### src/rtl/display_pkg.sv
// Shared segment encoding for the 7-segment display blocks.
// Bit order of every pattern: a[6] b[5] c[4] d[3] e[2] f[1] g[0], active-high.
package display_pkg;

  typedef logic [6:0] seg_pattern_t;

  localparam seg_pattern_t SEG_0     = 7'b1111110;
  localparam seg_pattern_t SEG_1     = 7'b0110000;
  localparam seg_pattern_t SEG_2     = 7'b1101101;
  localparam seg_pattern_t SEG_3     = 7'b1111001;
  localparam seg_pattern_t SEG_4     = 7'b0110011;
  localparam seg_pattern_t SEG_5     = 7'b1011011;
  localparam seg_pattern_t SEG_6     = 7'b1011111;
  localparam seg_pattern_t SEG_7     = 7'b1110000;
  localparam seg_pattern_t SEG_8     = 7'b1111111;
  localparam seg_pattern_t SEG_9     = 7'b1111011;
  localparam seg_pattern_t SEG_A     = 7'b1110111;
  localparam seg_pattern_t SEG_B     = 7'b0011111;
  localparam seg_pattern_t SEG_C     = 7'b1001110;
  localparam seg_pattern_t SEG_D     = 7'b0111101;
  localparam seg_pattern_t SEG_E     = 7'b1001111;
  localparam seg_pattern_t SEG_F     = 7'b1000111;
  localparam seg_pattern_t SEG_BLANK = 7'b0000000;

endpackage

### src/rtl/seg_decoder.sv
// Combinational nibble-to-segment decoder; active-high pattern out.
// In BCD mode nibbles 10..15 decode to blank.
module seg_decoder
  import display_pkg::*;
(
  input  logic [3:0]   nibble,
  input  logic         modo_hex,
  output seg_pattern_t pattern
);

  // Look up the glyph, then suppress non-decimal values in BCD mode.
  always_comb begin
    // NOTE: pattern gets a default before the case so no path can leave it unassigned and infer a latch.
    pattern = SEG_BLANK;
    case (nibble)
      4'h0: pattern = SEG_0;
      4'h1: pattern = SEG_1;
      4'h2: pattern = SEG_2;
      4'h3: pattern = SEG_3;
      4'h4: pattern = SEG_4;
      4'h5: pattern = SEG_5;
      4'h6: pattern = SEG_6;
      4'h7: pattern = SEG_7;
      4'h8: pattern = SEG_8;
      4'h9: pattern = SEG_9;
      4'hA: pattern = SEG_A;
      4'hB: pattern = SEG_B;
      4'hC: pattern = SEG_C;
      4'hD: pattern = SEG_D;
      4'hE: pattern = SEG_E;
      4'hF: pattern = SEG_F;
      default: pattern = SEG_BLANK;
    endcase
    if (!modo_hex && (nibble > 4'd9)) pattern = SEG_BLANK;
  end

endmodule

### src/rtl/display_mux_7seg.sv
// Time-multiplexed multi-digit 7-segment driver with double-buffered
// settings (pending/active), leading-zero blanking, decimal points and
// an inter-digit dark gap at the start of every slot.
module display_mux_7seg
  import display_pkg::*;
#(
  parameter int NUM_DIGITS  = 4,
  parameter int SCAN_DIV    = 50000,
  parameter int BLANK_CYC   = 100,
  parameter bit SEG_ACT_LOW = 1'b1,
  parameter bit AN_ACT_LOW  = 1'b1
) (
  input  logic                    clk,
  input  logic                    rst_n,
  input  logic [4*NUM_DIGITS-1:0] valor,
  input  logic                    load,
  input  logic                    modo_hex,
  input  logic                    blank_zeros,
  input  logic [NUM_DIGITS-1:0]   pontos,
  output logic [6:0]              seg,
  output logic                    dp,
  output logic [NUM_DIGITS-1:0]   anodo,
  output logic                    frame_done
);

  localparam int PRE_W = $clog2(SCAN_DIV);
  localparam int IDX_W = (NUM_DIGITS > 1) ? $clog2(NUM_DIGITS) : 1;

  localparam logic [6:0]            SEG_OFF = {7{SEG_ACT_LOW}};
  localparam logic [NUM_DIGITS-1:0] AN_OFF  = {NUM_DIGITS{AN_ACT_LOW}};

  typedef struct packed {
    logic [4*NUM_DIGITS-1:0] valor;
    logic                    modo_hex;
    logic                    blank_zeros;
    logic [NUM_DIGITS-1:0]   pontos;
  } disp_set_t;

  logic [PRE_W-1:0] pre;
  logic [IDX_W-1:0] idx;
  logic             pre_end;
  logic             last_digit;
  logic             boundary;
  logic             lit;

  disp_set_t incoming;
  disp_set_t pending;
  disp_set_t active;
  logic      load_flag;

  logic [3:0]            sel_nib;
  logic                  sel_dp;
  logic                  sel_blank;
  logic                  upper_zero;
  logic [NUM_DIGITS-1:0] an_sel;
  seg_pattern_t          dec_pat;
  seg_pattern_t          shown_pat;

  assign pre_end    = (pre == PRE_W'(SCAN_DIV - 1));
  assign last_digit = (idx == IDX_W'(NUM_DIGITS - 1));
  assign boundary   = pre_end && last_digit;
  assign lit        = (pre >= PRE_W'(BLANK_CYC));
  assign incoming   = {valor, modo_hex, blank_zeros, pontos};

  // Slot prescaler and digit index; a frame is NUM_DIGITS slots.
  always_ff @(posedge clk or negedge rst_n) begin
    if (!rst_n) begin
      // NOTE: non-blocking assignments so every register here samples the pre-edge values of the others.
      pre <= '0;
      idx <= '0;
    end else if (pre_end) begin
      pre <= '0;
      idx <= last_digit ? '0 : idx + IDX_W'(1);
    end else begin
      pre <= pre + PRE_W'(1);
    end
  end

  // Double buffer: loads land in pending; active only changes at a frame
  // boundary, so a frame never mixes two values. A load in the boundary
  // cycle itself goes straight to active.
  always_ff @(posedge clk or negedge rst_n) begin
    if (!rst_n) begin
      // NOTE: both setting registers are reset; cleared settings display as all zeros.
      pending   <= '0;
      active    <= '0;
      load_flag <= 1'b0;
    end else if (boundary) begin
      if (load) begin
        pending <= incoming;
        active  <= incoming;
      end else if (load_flag) begin
        active  <= pending;
      end
      load_flag <= 1'b0;
    end else if (load) begin
      pending   <= incoming;
      load_flag <= 1'b1;
    end
  end

  // Select the current digit's nibble, decimal point and anode, and work
  // out leading-zero blanking by scanning from the top digit down.
  always_comb begin
    sel_nib    = 4'h0;
    sel_dp     = 1'b0;
    sel_blank  = 1'b0;
    upper_zero = 1'b1;
    an_sel     = '0;
    for (int i = NUM_DIGITS - 1; i >= 0; i--) begin
      upper_zero = upper_zero && (active.valor[4*i +: 4] == 4'h0);
      if (idx == IDX_W'(i)) begin
        sel_nib   = active.valor[4*i +: 4];
        sel_dp    = active.pontos[i];
        sel_blank = active.blank_zeros && upper_zero && (i != 0);
        an_sel[i] = 1'b1;
      end
    end
  end

  seg_decoder u_seg_decoder (
    .nibble   (sel_nib),
    .modo_hex (active.modo_hex),
    .pattern  (dec_pat)
  );

  assign shown_pat = sel_blank ? SEG_BLANK : dec_pat;

  // Registered pin drivers: everything off during the dark gap, polarity
  // applied by XOR with the off level.
  always_ff @(posedge clk or negedge rst_n) begin
    if (!rst_n) begin
      seg        <= SEG_OFF;
      dp         <= SEG_ACT_LOW;
      anodo      <= AN_OFF;
      frame_done <= 1'b0;
    end else begin
      frame_done <= boundary;
      if (lit) begin
        seg   <= shown_pat ^ SEG_OFF;
        dp    <= sel_dp ^ SEG_ACT_LOW;
        anodo <= an_sel ^ AN_OFF;
      end else begin
        seg   <= SEG_OFF;
        dp    <= SEG_ACT_LOW;
        anodo <= AN_OFF;
      end
    end
  end

endmodule

### config.mk
export PLATFORM = sky130hd
export DESIGN_NAME = display_mux_7seg
export DESIGN_NICKNAME = d
export VERILOG_FILES = /design/src/rtl/display_pkg.sv /design/src/rtl/seg_decoder.sv /design/src/rtl/display_mux_7seg.sv
export SDC_FILE = /design/constraint.sdc
export NUM_CORES = 1
export LEC_CHECK = 0
export CORE_ASPECT_RATIO = 1.2
export CORE_MARGIN = 3
export CORE_UTILIZATION = 41
export CTS_CLUSTER_DIAMETER = 30
export CTS_CLUSTER_SIZE = 14
export DETAILED_ROUTE_END_ITERATION = 7
export DONT_BUFFER_PORTS = 1
export MAX_ROUTING_LAYER = met4
export SYNTH_ARGS = -nofsm -noshare
export SYNTH_HDL_FRONTEND = slang
export SYNTH_SLANG_ARGS = --single-unit
### constraint.sdc
create_clock -name clk -period 8.1 [get_ports clk]
set_input_delay 0.405 -clock clk [delete_from_list [all_inputs] [get_ports clk]]
set_output_delay 0.405 -clock clk [all_outputs]
set_load 0.01 [all_outputs]
==> summary.txt, run 1 <==
Core Rows - 36
Ys Warns - 0
Worst-Margin Slew - 0.6858 ns
Final Hold Fails - 0
P per Cell Area - 183.9 mW/mm2
Max-slew headroom - 53.86%
Crit path time final - 2.941 ns
FF+latch count, synth - 76
Port buffer count - 0
CTS tree - yes
Dpl ws - 5.204 ns
Clock transition at path regs - 0.08 ns
Avg Synthesized Cell Area - 12.66 um2
Largest net degree at the start of global routing - 77
Primary FF master, synth - dfrtp_1
Startpoint types - flip-flop
Seq/Total Area, Yosys - 53.51%
Num Clock Sinks - 76
Initial Util - 42.99%
DRT Wirelength - 6471 um
Crit Path Class - reg2reg
Root buffer cell - clkbuf_8
Finished layout cell area - 0.003892 mm2
Worst hold slack - 0.2224 ns
Area after DPL - 0.003643 mm2
DRT Pass-1 Iters - 4
Max-slew violation count - 0
WL/cell - 15.98 um
Status - complete, no violations
Final period util - 36.31%
Arr. time, crit path - 3.21 ns
Nets - 323
Num CTS Buffers - 9
Post-Synthesis Cells - 283
Synthesized cell area - 0.003582 mm2
Grt total ovfl - 0
Critical Path RT - 8.37 ns
Area of the multi-input gates - 0.001531 mm2
Vias per cell - 5.170
Final setup fails - 0
H-tree depth - 3
Core outline area - 0.008333 mm2
RSZ-0062 raised after global routing - false
Ant diodes - 0
Hold crit path type - in2reg
Post-DP HPWL - 4419 um
Max-cap violations - 0
Max Freq - 340.0 MHz
Distinct cells, synth - 47
Die area - 0.009899 mm2
Post-route setup TNS - 0 ns
Capturing element type of the critical path - flip-flop
Finished Layout Cells - 405
Syn Nets - 320
DRC Markers - 0
Initial DRC count - 82
FF+latch area - 0.001917 mm2
Layout area overhead - 8.662%
Leak - 1.664 nW
DIE HEIGHT - 108.4 um
RD Place Congestion - 0.8329
Vias in the first global route - 2181
Post-CTS Setup Inserts - 0
Skew-Pair Late Insertion Delay - 0.35 ns
First-pass GRT wire length - 10910 um
Layout cells sized above 1 - 28.18%
GR Util All Layers - 14.53%
Final Power - 0.7159 mW
Peak supply drop - 0.07267 mV
Antenna-violating nets left - 0
Antenna violations before repair - 0
Worst Slack Setup Final - 5.159 ns
Core Util, Final - 46.71%
Vias - 2094
Clock Skew - 0.008535 ns
Fillers - 775
CP Max Fanout - 9
Boundary Pins - 38
EDFF count, synth - 0
Inst Count DP - 387
Die W - 91.33 um
CTS max path bufs - 2
Post-synthesis async set-or-reset flop share - 100.0%
==> cell type report <==
type	count	area share, %
inverter	12	1.157
tap	114	3.664
timing repair buffer	3	1.157
clock inverter	5	1.543
sequential	76	49.24
clock buffer	11	3.889
multi-input combinational	184	39.34
==> layout by cell type (no fill, tap or decap), drive strengths merged, types with 3 or more instances in the layout <==
master	count
a211oi	3
a22oi	4
and3	4
mux2	46
xnor2	7
o211ai	4
xor2	6
nor2b	4
clkbuf	11
a21oi	7
dfrtp	64
nand3	11
dfstp	12
nor3	3
o21ai	5
nor2	15
inv	12
nand2	20
o31ai	3
ha	12
clkinv	3
nor4	7
and2	3
==> worst max-delay path, cell delays in order, from the launching register on <==
cell and delay, ns:
dfrtp_1 0.41, inv_1 0.11, ha_1 0.37, nor2b_1 0.14
a221o_1 0.31, a22oi_1 0.46, inv_1 0.14, ha_1 0.27
inv_1 0.10, a22oi_1 0.09, o31a_1 0.34, o211ai_1 0.12
==> routing by layer <==
metal | vias up | track usage (%) | wire length, um
met2 | 47 | 23.83 | 3170
met1 | 1027 | 17.40 | 2901
li1 | 1008 | - | -
met4 | 0 | 6.142 | 123
met3 | 12 | 3.201 | 275
met5 | - | - | 0
==> registers in the layout (all words and copies together), names as in the netlist, 2 cells and up <==
register and count:
active 22, pending 22, pre 16, seg 7, anodo 4, idx 2
==> power by group <==
group	switching, mW	total (mW)	internal, mW
sequential	0.00249	0.393	0.390
clock	0.138	0.298	0.160
combinational	0.0134	0.0256	0.0122
total	0.154	0.716	0.562
==> path summary, 6_finish.rpt <==
path | from | to | slack (ns) | cells after the start
setup / recovery | idx[0] | seg[5] | 5.16 | 11
hold / removal | valor[11] | pending[17] | 0.22 | 1
setup reg to reg | idx[0] | seg[5] | 5.16 | 11
hold reg to reg | load_flag | load_flag | 0.49 | 2
max in group asynchronous | rst_n | anodo[2] | 7.15 | 2
min in group asynchronous | rst_n | pending[13] | 0.59 | 2
==> what timing repair did <==
action | CTS | global route
hold buffers | 2 | 0
gates resized for setup | 0 | 0
hold endpoints to repair | 76 | 0
==> logic make-up (layout without fill, tap and decap cells) <==
| kind of cell | Yosys count | after routing | share of synthesized area, % |
|---|---|---|---|
| flops | 76 | 76 | 53.51 |
| compound gates | 37 | 37 | 7.719 |
| simple gates | 74 | 74 | 10.55 |
| mux | 48 | 48 | 17.11 |
| fa+ha+maj | 12 | 12 | 4.191 |
| xor+xnor | 13 | 13 | 3.179 |
| buf+inv | 23 | 31 | 3.737 |
==> synthesized netlist by cell type, drive strengths merged (5+ instances only) <==
library cell | number | area, um2
dfrtp | 64 | 1602
mux2 | 46 | 593.1
nand2 | 20 | 77.58
nor2 | 15 | 56.30
dfstp | 12 | 315.3
ha | 12 | 150.1
inv | 12 | 45.04
nand3 | 11 | 55.05
buf | 9 | 81.33
a21oi | 7 | 35.03
nor4 | 7 | 50.05
xnor2 | 7 | 61.31
xor2 | 6 | 52.55
o21ai | 5 | 25.02
(Power assumes the default switching activity.)
==> run 2, diff against run 1 <==
--- a/config.mk
+++ b/config.mk
@@ -5,6 +5,7 @@
 export SDC_FILE = /design/constraint.sdc
 export NUM_CORES = 1
 export LEC_CHECK = 0
+export ABC_AREA = 1
 export CORE_ASPECT_RATIO = 1.2
 export CORE_MARGIN = 3
 export CORE_UTILIZATION = 41
==> constraint.sdc (replaced) <==
create_clock -name clk -period 2.9 [get_ports clk]
set_input_delay 0.145 -clock clk [delete_from_list [all_inputs] [get_ports clk]]
set_output_delay 0.145 -clock clk [all_outputs]
set_load 0.01 [all_outputs]
==> summary.txt, run 2 <==
Startpoint types - flip-flop
Worst reg2reg setup slack - 0.55 ns
Top cell type's share of synthesized area - 42.97%
CTS max path bufs - 2
Crit path time final - 2.346 ns
Post-route setup TNS - 0 ns
First-pass GRT wire length - 12940 um
Critical Path RT - 3.18 ns
R2R cell count - 13
Largest net degree at the start of global routing - 77
Max-cap violations - 0
RSZ-0062 raised after global routing - false
CP Max Fanout - 8
Main area contributors after synthesis - dfrtp_1 43%, nand2_1 17%, dfstp_2 8.5%
Final setup fails - 0
M2 GR Usage - 23.21%
Crit Path Class - reg2reg
Antenna violations before repair - 0
Hold crit path type - in2reg
Primary FF master, synth - dfrtp_1
Max Freq - 426.3 MHz
Ant diodes - 0
Vias - 2820
DRT Pass-1 Iters - 4
RD Place Congestion - 0.8563
Reg2reg end - seg[6]
Leak - 2.149 nW
Vias per cell - 4.747
Max-slew violation count - 0
Post-DP HPWL - 5185 um
Peak supply drop - 0.2757 mV
Avg Synthesized Cell Area - 8.265 um2
GR Util met3 - 3.542%
Grt met1 use - 21.96%
Inst Count DP - 553
Post-Synthesis Cells - 451
Arr. time, crit path - 2.63 ns
Status - complete, no violations
Post-CTS Setup Inserts - 0
Leading area contributor after synthesis - dfrtp_1
Distinct cells, synth - 34
Commonest non-fill, non-tap cells in the layout - 171 x nand2_1, 64 x dfrtp_1, 45 x nand3_1, 35 x inv_1, 32 x nor2_1
Vias in the first global route - 2800
DIE HEIGHT - 110.4 um
Global route hottest layer - met2
Post-CTS sizing - 0
Synthesized cell area - 0.003727 mm2
Clock Skew - 0.01247 ns
Max-slew headroom - 51.19%
Worst-Margin Slew - 0.7297 ns
Post-synthesis async set-or-reset flop share - 100.0%
EDFF count, synth - 0
Layout area overhead - 13.63%
DRC Markers - 0
Syn Nets - 488
Initial DRC count - 116
Final period util - 80.90%
Top flop regs - active: 22 flops, pending: 22 flops, pre: 16 flops
Num CTS Buffers - 9
Worst hold slack - 0.2870 ns
Die W - 93.04 um
Num Clock Sinks - 76
Final Hold Fails - 0
CP Capture Point - seg[6]
FF+latch count, synth - 76
Port buffer count - 0
Layout cells sized above 1 - 9.224%
Root buffer cell - clkbuf_8
Seq/Total Area, Yosys - 51.43%
P per Cell Area - 472.4 mW/mm2
Antenna-violating nets left - 0
Ys Warns - 0
Core outline area - 0.008703 mm2
Most common cell after layout, fill and taps aside - nand2_1
Boundary Pins - 38
WL/cell - 12.25 um
Nets - 509
Fillers - 886
Core Rows - 37
Finished Layout Cells - 594
Die area - 0.01028 mm2
Count leader, synth - nand2_1
GR Util All Layers - 15.88%
Dpl ws - 0.5306 ns
Clock transition at path regs - 0.09 ns
CTS tree - yes
Initial Util - 42.83%
Skew-Pair Late Insertion Delay - 0.35 ns
DRT Wirelength - 7276 um
H-tree depth - 3
Post-synth top cells - 171 x nand2_1, 64 x dfrtp_1, 45 x nand3_1
Capturing element type of the critical path - flip-flop
Grt total ovfl - 0
Origin of the critical flop-to-flop path - idx[0]
Crit path from - idx[0]
Worst Slack Setup Final - 0.5540 ns
run 2: cell types whose count changed in the layout (fill, tap and decap cells not counted), moves of 17 or more:
cell and change:
dlygate4sd3_1 +23, mux2_4 -20, inv_1 +23, nand3_1 +34, mux2_2 -26, nand2_1 +152
nor2_1 +17
run 2: logic make-up (layout without fill, tap and decap cells):
| kind of cell | count (synthesis) | count (layout) | share of synthesized area, % |
|---|---|---|---|
| compound gates | 25 | 25 | 3.625 |
| xor+xnor | 8 | 8 | 1.880 |
| fa+ha+maj | 12 | 12 | 4.028 |
| buf+inv | 53 | 79 | 6.747 |
| flops | 76 | 76 | 51.43 |
| simple gates | 277 | 277 | 32.29 |
run 2: cell type report:
| cell class | instances | area [um2] | area share (%) |
|---|---|---|---|
| Clock buffer | 11 | 141.4 | 3.338 |
| Clock inverter | 5 | 61.31 | 1.448 |
| Timing Repair Buffer | 25 | 267.8 | 6.322 |
| Multi-Input combinational cell | 322 | 1559 | 36.81 |
| Inverter | 38 | 142.6 | 3.368 |
| Tap cell | 117 | 146.4 | 3.456 |
| Sequential cell | 76 | 1917 | 45.26 |
run 2: worst min-delay path by stage:
| stage | from | endpoint | slack (ns) | depth (start not counted) |
|---|---|---|---|---|
| floorplan | rst_n | active[0] | -0.15 | 0 |
| global placement | rst_n | pending[5] | -0.15 | 0 |
| detailed placement | rst_n | pending[5] | -0.15 | 0 |
| CTS | load | pending[9] | 0.28 | 3 |
| global route | load | pending[6] | 0.36 | 3 |
| finish | load | pending[6] | 0.29 | 3 |
run 2: timing repair:
| action | 4_1_cts | 5_1_grt |
|---|---|---|
| hold buffers | 25 | 0 |
| setup endpoints to repair | 0 | 0 |
| hold endpoints to repair | 98 | 0 |
run 2: layer usage:
layer	share of wire (%)	wire [um]	up-vias
met5	0	0	-
met2	45	3279	48
met4	1.5	107	0
met1	51	3677	1303
met3	2.9	212	8
li1	-	-	1461
run 2: report_power, final:
| part | internal (mW) | total (mW) | switching (mW) |
|---|---|---|---|
| clock | 0.423 | 0.814 | 0.391 |
| combinational | 0.0382 | 0.0937 | 0.0554 |
| sequential | 1.09 | 1.09 | 0.00702 |
| total | 1.55 | 2.00 | 0.454 |
run 2: through the flow:
stage	instance area, um2	utilization (%)	power, mW
final	4235	48.66	2.001
after global placement	3765	43.26	1.154
after detailed placement	3765	43.26	1.155
after floorplan	3727	-	1.148
after CTS	4235	48.66	2.029
after global routing	4235	48.66	2.091
run 2: critical path, cell delays in order (launching register included):
cell	delay, ns
dfrtp_1	0.41
inv_1	0.12
ha_1	0.31
inv_1	0.14
o211ai_1	0.17
nand2_1	0.07
nand2_1	0.20
inv_1	0.10
ha_1	0.24
nand3_1	0.13
nand2_1	0.06
nor2_1	0.18
nor2_4	0.07
nand3_1	0.08
